[src/rtl/apb_mem_bridge.sv]
// APB3 completer bridging to a 16x32 variable-latency memory request port.
// Decodes word addresses, bounds memory wait with a timeout, counts error responses.
module apb_mem_bridge #(
  parameter int unsigned ADDR_W  = 32,
  parameter int unsigned TIMEOUT = 32
) (
  input  logic              clk,
  input  logic              reset,
  input  logic              psel_i,
  input  logic              penable_i,
  input  logic              pwrite_i,
  input  logic [ADDR_W-1:0] paddr_i,
  input  logic [31:0]       pwdata_i,
  output logic              pready_o,
  output logic [31:0]       prdata_o,
  output logic              pslverr_o,
  output logic              req_o,
  output logic              req_rnw_o,
  output logic [3:0]        req_addr_o,
  output logic [31:0]       req_wdata_o,
  input  logic              req_ready_i,
  input  logic [31:0]       req_rdata_i,
  output logic [7:0]        err_cnt_o
);

  localparam int unsigned TIMER_W = 8;

  typedef enum logic [1:0] {
    S_IDLE   = 2'd0,
    S_ACCESS = 2'd1,
    S_ERROR  = 2'd2
  } state_t;

  state_t              state;
  logic                rnw;
  logic                req;
  logic [3:0]          addr;
  logic [31:0]         wdata;
  logic [TIMER_W-1:0]  timer;
  logic [7:0]          err_cnt;

  logic setup;
  logic dec_err;
  logic tmo;

  assign setup   = psel_i & ~penable_i;
  assign dec_err = (paddr_i[1:0] != 2'b00) | (paddr_i[ADDR_W-1:6] != '0);
  assign tmo     = (timer == TIMER_W'(TIMEOUT - 1));

  // APB response is combinational so a ready memory completes with zero wait states.
  always_comb begin
    pready_o  = 1'b0;
    pslverr_o = 1'b0;
    prdata_o  = '0;
    case (state)
      S_ACCESS: begin
        pready_o  = req_ready_i | tmo;
        pslverr_o = tmo & ~req_ready_i;
        if (rnw & req_ready_i) prdata_o = req_rdata_i;
      end
      S_ERROR: begin
        pready_o  = 1'b1;
        pslverr_o = 1'b1;
      end
      default: ;
    endcase
  end

  // Every completion returns to IDLE, which guarantees a low cycle on req between requests.
  always_ff @(posedge clk or posedge reset) begin
    if (reset) begin
      state   <= S_IDLE;
      rnw     <= 1'b0;
      req     <= 1'b0;
      addr    <= '0;
      wdata   <= '0;
      timer   <= '0;
      err_cnt <= '0;
    end else begin
      if (pready_o & pslverr_o & (err_cnt != 8'hFF)) err_cnt <= err_cnt + 8'd1;
      case (state)
        S_IDLE: begin
          if (setup) begin
            rnw   <= ~pwrite_i;
            addr  <= paddr_i[5:2];
            wdata <= pwdata_i;
            timer <= '0;
            if (dec_err) begin
              state <= S_ERROR;
            end else begin
              state <= S_ACCESS;
              req   <= 1'b1;
            end
          end
        end
        S_ACCESS: begin
          timer <= timer + TIMER_W'(1);
          if (pready_o || !psel_i) begin
            state <= S_IDLE;
            req   <= 1'b0;
          end
        end
        S_ERROR: state <= S_IDLE;
        default: begin
          state <= S_IDLE;
          req   <= 1'b0;
        end
      endcase
    end
  end

  assign req_o       = req;
  assign req_rnw_o   = rnw;
  assign req_addr_o  = addr;
  assign req_wdata_o = wdata;
  assign err_cnt_o   = err_cnt;

endmodule

[config.mk]
export PLATFORM = sky130hd
export DESIGN_NAME = apb_mem_bridge
export DESIGN_NICKNAME = d
export VERILOG_FILES = /design/src/rtl/apb_mem_bridge.sv
export SDC_FILE = /design/constraint.sdc
export NUM_CORES = 1
export LEC_CHECK = 0
export BUFFER_PORTS_ARGS = -buffer_cell sky130_fd_sc_hd__buf_2
export CAP_MARGIN = 0
export CORE_MARGIN = 2
export CORE_UTILIZATION = 25
export CTS_CLUSTER_SIZE = 12
export DETAILED_ROUTE_END_ITERATION = 7
export MAX_ROUTING_LAYER = met4
export PLACE_DENSITY = 0.55
export SKIP_CTS_REPAIR_TIMING = 1
export SYNTH_ARGS = -nofsm -noshare
export SYNTH_HDL_FRONTEND = slang
export SYNTH_SLANG_ARGS = --single-unit
[constraint.sdc]
create_clock -name clk -period 1.9 [get_ports clk]
set_clock_uncertainty 0.05 [all_clocks]
set_input_delay 0.38 -clock clk [delete_from_list [all_inputs] [get_ports clk]]
set_output_delay 0.38 -clock clk [all_outputs]
set_load 0.01 [all_outputs]
==> results of run 1 <==
[synthesized netlist by cell type (2+ instances only)]
master    count  share of area
dfrtp_1      56           0.50
mux2_2       38           0.15
and2_1       34          0.075
nand2_1      16          0.021
nor2_1        8          0.011
nor3_1        8          0.014
a21oi_1       7          0.012
nand3_1       7          0.012
nor4_1        7          0.015
clkbuf_1      6         0.0080
ha_1          5          0.022
inv_1         4         0.0053
nand3b_1      4          0.011
o21ai_0       4         0.0071
xnor2_1       4          0.012
xor2_1        4          0.012
a211o_1       3         0.0093
and4_1        3         0.0093
nand2b_1      3         0.0066
or3_1         3         0.0066
a211oi_1      2         0.0053
buf_1         2         0.0027
mux2i_1       2         0.0071
nand4_1       2         0.0044
nor2b_1       2         0.0044
o21a_1        2         0.0053
[stage by stage]
step	setup TNS [ps]	setup slack [ps]	instances	instance area, sq um	hold slack [ps]
6_report	-4710	-229	614	4480	90.5
5_1_grt	-6650	-301	614	4480	135
4_1_cts	-7820	-264	599	4240	109
3_5_place_dp	-57.7	-57.7	591	4090	436
3_3_place_gp	-17.6	-17.6	591	4090	429
2_1_floorplan	0	39.5	254	2830	431
[where the power goes]
| part | leakage (nW) | internal [mW] | switching [mW] |
|---|---|---|---|
| logic | 1.52 | 0.636 | 0.610 |
| clock network | 0.0680 | 0.499 | 0.464 |
| registers | 0.679 | 1.49 | 0.208 |
| total | 2.27 | 2.63 | 1.28 |
[worst min-delay path by stage]
stage | from | endpoint | slack [ps] | cells past startpoint
after floorplan | state[1] | state[1] | 430 | 1
after global placement | reset | req_wdata_o[6] | 430 | 3
after detailed placement | reset | req_wdata_o[24] | 440 | 3
after CTS | reset | req_wdata_o[8] | 110 | 3
after global routing | reset | req_wdata_o[21] | 140 | 3
final | reset | req_wdata_o[2] | 90 | 3
[flip-flops by register name, indices dropped and copies added (netlist names)]
register and count:
req_addr_o 4, err_cnt_o 8, req_wdata_o 32, req_rnw_o 1
timer 8, req_o 1, state 2
[cell type report]
| class | count | share of cell area |
|---|---|---|
| repair buffers | 218 | 0.270 |
| clock inverters | 3 | 0.00587 |
| flip-flops and latches | 56 | 0.313 |
| inverters | 5 | 0.00419 |
| well taps | 140 | 0.0391 |
| clock buffers | 5 | 0.0279 |
| multi-input cells | 187 | 0.340 |
[cells by family (layout without fill, tap and decap cells)]
| family | count (synthesis) | in the layout | synth area share |
|---|---|---|---|
| AOI/OAI and AO/OA | 29 | 29 | 0.0743 |
| xor gates and xnor gates | 8 | 8 | 0.0248 |
| adders and majority gates | 5 | 5 | 0.0221 |
| buffers and inverters | 14 | 231 | 0.0190 |
| DFF | 56 | 56 | 0.496 |
| muxes | 40 | 40 | 0.158 |
| and+or+nand+nor | 102 | 105 | 0.206 |
[worst min-delay path, cell delays in order]
cell and delay (ps):
buf_2 100, inv_2 40, buf_4 310
[metal layers]
metal  routed length (microns)  vias up  track usage  part of all wire
li1                          -     1352            -                 -
met1                      3500     1353        0.145              0.39
met2                      4800      123        0.252              0.53
met3                       570       15       0.0253             0.063
met4                       127        0       0.0348             0.014
met5                         0        -            -                 0
==> qor.txt, run 1 <==
status - finished, violations left
violated checks - negative setup slack
first-pass GRT wire length - 12.3 mm
WP data required - 1470 ps
Overall Global Routing Usage - 0.135
Syn Area/Cell - 11.1 sq um
Die X - 110 microns
worst-margin pin slew - 371 ps
Levels on crit path - 6
Critical Path Sink Type - output pin
filler cell count - 1077
Finished Core Util - 0.409
Worst Setup EP - pslverr_o
critical path's slowest cell - dfrtp_1
commonest non-fill, non-tap cell in the layout - buf_2
Post-DP HPWL - 6.54 mm
Row Count - 38
max cap viols - 0
worst path bufs/invs - 3
Period minus WS final - 2130 ps
initial drt markers - 133
R2R cell count - 7
Synth Cell Area - 2830 sq um
Worst R2R End - err_cnt_o[7]
multi-input logic area - 1520 sq um
R2R setup slack - -130 ps
routability cong. - 0.845
CTS tree - built
Crit path largest cell delay - 380 ps
drt drc - 0
crit-path leading delay family - flip-flops
total chip power - 3.91 mW
Starting Density - 0.259
Slew headroom - 0.746
fraction of layout cells with a size suffix above 1 - 0.620
CTS buffer count - 5
Initial DRT Pass Iterations - 4
most frequent cells in the layout - buf_2, dfrtp_1, mux2_2, buf_4, and2_1
clk root buf - clkbuf_16
clk_lat worst skew - 300 ps
crit path max fanout - 5
leakage power - 2.27 nW
final setup vio count - 35
Routed WL per cell - 14.7 microns
RSZ-0062 raised after global routing - true
Reg-to-Reg Start - state[0]
Hold/Removal Path Class - in2async
maximum vdd drop - 0.489 mV
critical path class - reg2out
core footprint - 10900 sq um
CP cell instances - inv_2, ha_4, nand3b_1, o31a_1, inv_1, buf_2
crit path launch type - flop
ant diodes - 0
largest net degree at the start of global routing - 33
PwrDens - 873 nW/um^2
Syn Nets - 361
initial antenna violation count - 0
antenna-violating nets left - 0
Post-Synthesis Cells - 254
vias per cell - 4.63
vias in the first global route - 2715
H-tree levels - 2
WP data arrival - 1700 ps
CTS Buffer Depth - 2
Synth Warn # - 0
library cells used by synthesis - 44
DR vias - 2843
I/O pin total - 182
port bufs - 181
Seq/Total Area, Yosys - 0.496
Synth Register Bits - 56
Final Max Slew Viols - 0
die area - 12200 sq um
FMAX - 0.470 GHz
gr ovfl total - 0
Clock Pin Slew Worst Setup and Hold Paths - 80 ps
final hold violation count - 0
setup ws final - -229 ps
total clock sinks - 56
Primary FF master, synth - dfrtp_1
fraction of registers with async set/reset - 1.00
Storage cell area - 1400 sq um
EDFF count, synth - 0
Worst Setup SP - state[0]
Final period util - 1.12
die height - 110 microns
# nets final - 580
Layout area overhead - 58.3%
drt total wl - 9.00 mm
Power figures use the tool's default switching activity.
==> run 2: changes to the inputs <==
CELL_PAD_IN_SITES_DETAIL_PLACEMENT = 1   (was unset)
CELL_PAD_IN_SITES_GLOBAL_PLACEMENT = 2   (was unset)
CORE_UTILIZATION = 21   (was 25)
PLACE_DENSITY = 0.76   (was 0.55)
==> qor.txt, run 2 (same netlist as run 1, synthesis figures left out) <==
status - finished, violations left (unchanged)
violated checks - negative setup slack (unchanged)
final setup vio count - 38 (was 35)
FMAX - 0.465 GHz (was 0.470 GHz)
port bufs - 181 (unchanged)
I/O pin total - 182 (unchanged)
initial antenna violation count - 0 (unchanged)
Row Count - 42 (was 38)
crit path launch type - flop (unchanged)
first-pass GRT wire length - 14.2 mm (was 12.3 mm)
critical path class - reg2out (unchanged)
CTS buffer count - 5 (unchanged)
Critical Path Sink Type - output pin (unchanged)
clk root buf - clkbuf_16 (unchanged)
die height - 120 microns (was 110 microns)
ant diodes - 0 (unchanged)
Post-DP HPWL - 7.15 mm (was 6.54 mm)
Hold/Removal Path Class - in2async (unchanged)
WP data arrival - 1720 ps (was 1700 ps)
drt drc - 0 (unchanged)
most frequent cells in the layout - buf_2, dfrtp_1, mux2_2, and2_1, buf_4 (was buf_2, dfrtp_1, mux2_2, buf_4, and2_1)
vias per cell - 4.37 (was 4.63)
Die X - 120 microns (was 110 microns)
largest net degree at the start of global routing - 57 (was 33)
Starting Density - 0.214 (was 0.259)
Placed Area - 4130 sq um (was 4090 sq um)
Routed WL per cell - 14.1 microns (was 14.7 microns)
WP data required - 1470 ps (about the same)
antenna-violating nets left - 0 (unchanged)
crit path max fanout - 5 (unchanged)
CTS tree - built (unchanged)
maximum vdd drop - 0.527 mV (was 0.489 mV)
leakage power - 2.21 nW (was 2.27 nW)
routability cong. - 0.774 (was 0.845)
commonest non-fill, non-tap cell in the layout - buf_2 (unchanged)
core footprint - 13200 sq um (was 10900 sq um)
vias in the first global route - 3050 (was 2715)
worst-margin pin slew - 372 ps (was 371 ps)
final hold violation count - 0 (unchanged)
total clock sinks - 56 (unchanged)
Final Max Slew Viols - 0 (unchanged)
Final period util - 1.13 (was 1.12)
RSZ-0062 raised after global routing - true (unchanged)
initial drt markers - 34 (was 133)
post-route insts no fill - 641 (was 614)
Clock Pin Slew Worst Setup and Hold Paths - 70 ps (was 80 ps)
clk_lat worst skew - 290 ps (was 300 ps)
max cap viols - 0 (unchanged)
total chip power - 4.03 mW (was 3.91 mW)
PwrDens - 905 nW/um^2 (was 873 nW/um^2)
placed insts - 627 (was 591)
design area - 4450 sq um (was 4480 sq um)
Layout area overhead - 57.3% (was 58.3%)
DR vias - 2799 (was 2843)
H-tree levels - 2 (unchanged)
Overall Global Routing Usage - 0.125 (was 0.135)
CTS Buffer Depth - 2 (unchanged)
Largest register FFs - 32 (unchanged)
gr ovfl total - 0 (unchanged)
# nets final - 571 (was 580)
Slew headroom - 0.751 (was 0.746)
Period minus WS final - 2150 ps (was 2130 ps)
drt total wl - 9.01 mm (was 9.00 mm)
die area - 14400 sq um (was 12200 sq um)
Finished Core Util - 0.337 (was 0.409)
fraction of layout cells with a size suffix above 1 - 0.587 (was 0.620)
setup ws final - -252 ps (was -229 ps)
Initial DRT Pass Iterations - 4 (unchanged)
==> run 2: final timing paths <==
check	start	to	slack [ps]	cells after the start
min in group clk	pwrite_i	req_rnw_o	240	2
setup / recovery	state[1]	pslverr_o	-250	7
max in group asynchronous	reset	state[0]	1460	3
setup reg to reg	state[1]	err_cnt_o[1]	-160	9
hold / removal	reset	req_wdata_o[31]	90	3
hold reg to reg	req_wdata_o[10]	req_wdata_o[10]	450	1
==> run 2: cell type report <==
class                           instances  area [sq um]
Fill cell                            1561          8740
Multi-Input combinational cell        184          1460
Clock inverter                          2          35.0
Clock buffer                            6           129
Inverter                                5          18.8
Timing Repair Buffer                  212          1180
Tap cell                              176           220
Sequential cell                        56          1400
==> run 2: through the flow <==
step           hold WS, ps  setup slack, ps  setup TNS [ps]
4_1_cts                102             -549          -17650
6_report              87.9             -252           -4350
2_1_floorplan          431             39.5               0
3_3_place_gp           414             -103           -3260
3_5_place_dp           422             -216           -6360
5_1_grt                117             -333           -8410
==> run 2: layer usage <==
layer	wire length, microns	track usage	vias up
met5	0	-	-
met4	91	0.0287	0
met3	798	0.0356	6
met2	4410	0.221	137
met1	3710	0.141	1334
li1	-	-	1322
==> run 2: worst max-delay path, cell delays in order (launching register included) <==
cell,delay (ps)
dfrtp_1,390
inv_2,110
ha_4,170
buf_6,90
nand3b_1,80
o31a_1,370
inv_1,100
buf_2,130
==> run 2: power breakdown <==
part / switching, mW / internal, mW / total [mW]
sequential: 0.214 / 1.49 / 1.71
clock: 0.424 / 0.621 / 1.04
combinational: 0.620 / 0.654 / 1.27
total: 1.26 / 2.77 / 4.03
==> run 3: changes to the inputs <==
CORE_ASPECT_RATIO = 0.9   (was unset)
==> qor.txt, run 3 (same netlist as run 1, synthesis figures left out) <==
status - finished, violations left (unchanged)
violated checks - negative setup slack (unchanged)
placed insts - 622 (was 627)
port bufs - 181 (unchanged)
clock share of power - 0.269 (was 0.260)
fraction of layout cells with a size suffix above 1 - 0.600 (was 0.587)
largest net degree at the start of global routing - 37 (was 57)
Post-DP HPWL - 7.20 mm (was 7.15 mm)
Row Count - 40 (was 42)
CTS tree - built (unchanged)
gr ovfl total - 0 (unchanged)
die area - 14400 sq um (about the same)
FMAX - 0.479 GHz (was 0.465 GHz)
Critical Path Sink Type - output pin (unchanged)
CTS buffer count - 5 (unchanged)
register share of total power - 0.419 (was 0.424)
pre-CTS setup slack - -171 ps (was -216 ps)
H-tree levels - 2 (unchanged)
Clock Pin Slew Worst Setup and Hold Paths - 70 ps (about the same)
CTS Buffer Depth - 2 (unchanged)
Slew headroom - 0.672 (was 0.751)
critical path class - reg2out (unchanged)
Starting Density - 0.213 (was 0.214)
clk root buf - clkbuf_16 (unchanged)
total clock sinks - 56 (unchanged)
RSZ-0062 raised after global routing - true (unchanged)
design area - 4480 sq um (was 4450 sq um)
clk_lat worst skew - 300 ps (was 290 ps)
Hold/Removal Path Class - in2async (unchanged)
Final Max Slew Viols - 0 (unchanged)
Placed Area - 4130 sq um (unchanged)
drt drc - 0 (unchanged)
setup ws final - -188 ps (was -252 ps)
die height - 114 microns (was 120 microns)
max cap viols - 0 (unchanged)
vias in the first global route - 2908 (was 3050)
sw frac - 0.312 (about the same)
Initial DRT Pass Iterations - 4 (unchanged)
WP data arrival - 1660 ps (was 1720 ps)
Layout area overhead - 58.4% (was 57.3%)
initial drt markers - 63 (was 34)
Int Power - 2.81 mW (was 2.77 mW)
# nets final - 573 (was 571)
ant diodes - 0 (unchanged)
final setup vio count - 40 (was 38)
Combinational Power Share - 0.312 (was 0.316)
routability cong. - 0.776 (was 0.774)
drt total wl - 9.00 mm (was 9.01 mm)
Overall Global Routing Usage - 0.124 (was 0.125)
I/O pin total - 182 (unchanged)
final hold violation count - 0 (unchanged)
PwrDens - 912 nW/um^2 (was 905 nW/um^2)
P_sw - 1.27 mW (was 1.26 mW)
Period minus WS final - 2090 ps (was 2150 ps)
DR vias - 2810 (was 2799)
first-pass GRT wire length - 14.1 mm (was 14.2 mm)
antenna-violating nets left - 0 (unchanged)
commonest non-fill, non-tap cell in the layout - buf_2 (unchanged)
initial antenna violation count - 0 (unchanged)
Routed WL per cell - 14.2 microns (was 14.1 microns)
worst-margin pin slew - 492 ps (was 372 ps)
crit path launch type - flop (unchanged)
post-route insts no fill - 635 (was 641)
crit path max fanout - 3 (was 5)
Final period util - 1.10 (was 1.13)
Die X - 126 microns (was 120 microns)
core footprint - 13300 sq um (was 13200 sq um)
total chip power - 4.08 mW (was 4.03 mW)
maximum vdd drop - 0.402 mV (was 0.527 mV)
leakage power - 2.23 nW (was 2.21 nW)
Largest register FFs - 32 (unchanged)
WP data required - 1470 ps (about the same)
vias per cell - 4.43 (was 4.37)
most frequent cells in the layout - buf_2, dfrtp_1, mux2_2, and2_1, buf_4 (unchanged)
R2R setup slack - -170 ps (was -160 ps)
Finished Core Util - 0.338 (was 0.337)
run 3: power by group through the flow:
stage / logic, mW / registers [mW] / clock network, mW
after floorplan: 0.466 / 1.84 / 0
after global placement: 1.17 / 1.71 / 0
after detailed placement: 1.21 / 1.73 / 0
after CTS: 1.21 / 1.71 / 1.15
after global routing: 1.40 / 1.76 / 1.17
final: 1.27 / 1.71 / 1.10
run 3: area by class of cell:
type,count,area (sq um)
clock buffer,6,139
inverter,5,18.8
timing repair buffer,214,1180
clock inverter,2,38.8
sequential,56,1400
fill,1553,8780
multi-input combinational,184,1480
tap,168,210
run 3: metrics by stage:
stage	TNS [ps]	hold slack (ps)
floorplan	0	431
global placement	-2220	379
detailed placement	-5210	387
CTS	-16460	57.8
global route	-7800	75.1
finish	-3790	51.9
run 3: final timing paths:
path                         startpoint  cells past startpoint         endpoint
hold reg to reg            err_cnt_o[5]                      1     err_cnt_o[5]
min in group clk               pwrite_i                      2        req_rnw_o
hold / removal                    reset                      3  req_wdata_o[17]
setup reg to reg               state[0]                      8     err_cnt_o[7]
setup / recovery               state[0]                      6        pslverr_o
max in group asynchronous         reset                      3         state[0]
run 3: metal layers:
metal  global-route usage  wire (microns)  up-vias
li1                     -               -     1327
met2                0.219            4620      121
met4               0.0308              63        0
met3               0.0294             648        7
met5                    -               0        -
met1                0.144            3680     1355
run 3: worst max-delay path: stages, from the launching register on:
cell and delay (ps):
dfrtp_2 420, inv_2 70, ha_4 260, nand3b_1 80, o31a_1 320, inv_1 80
buf_2 130
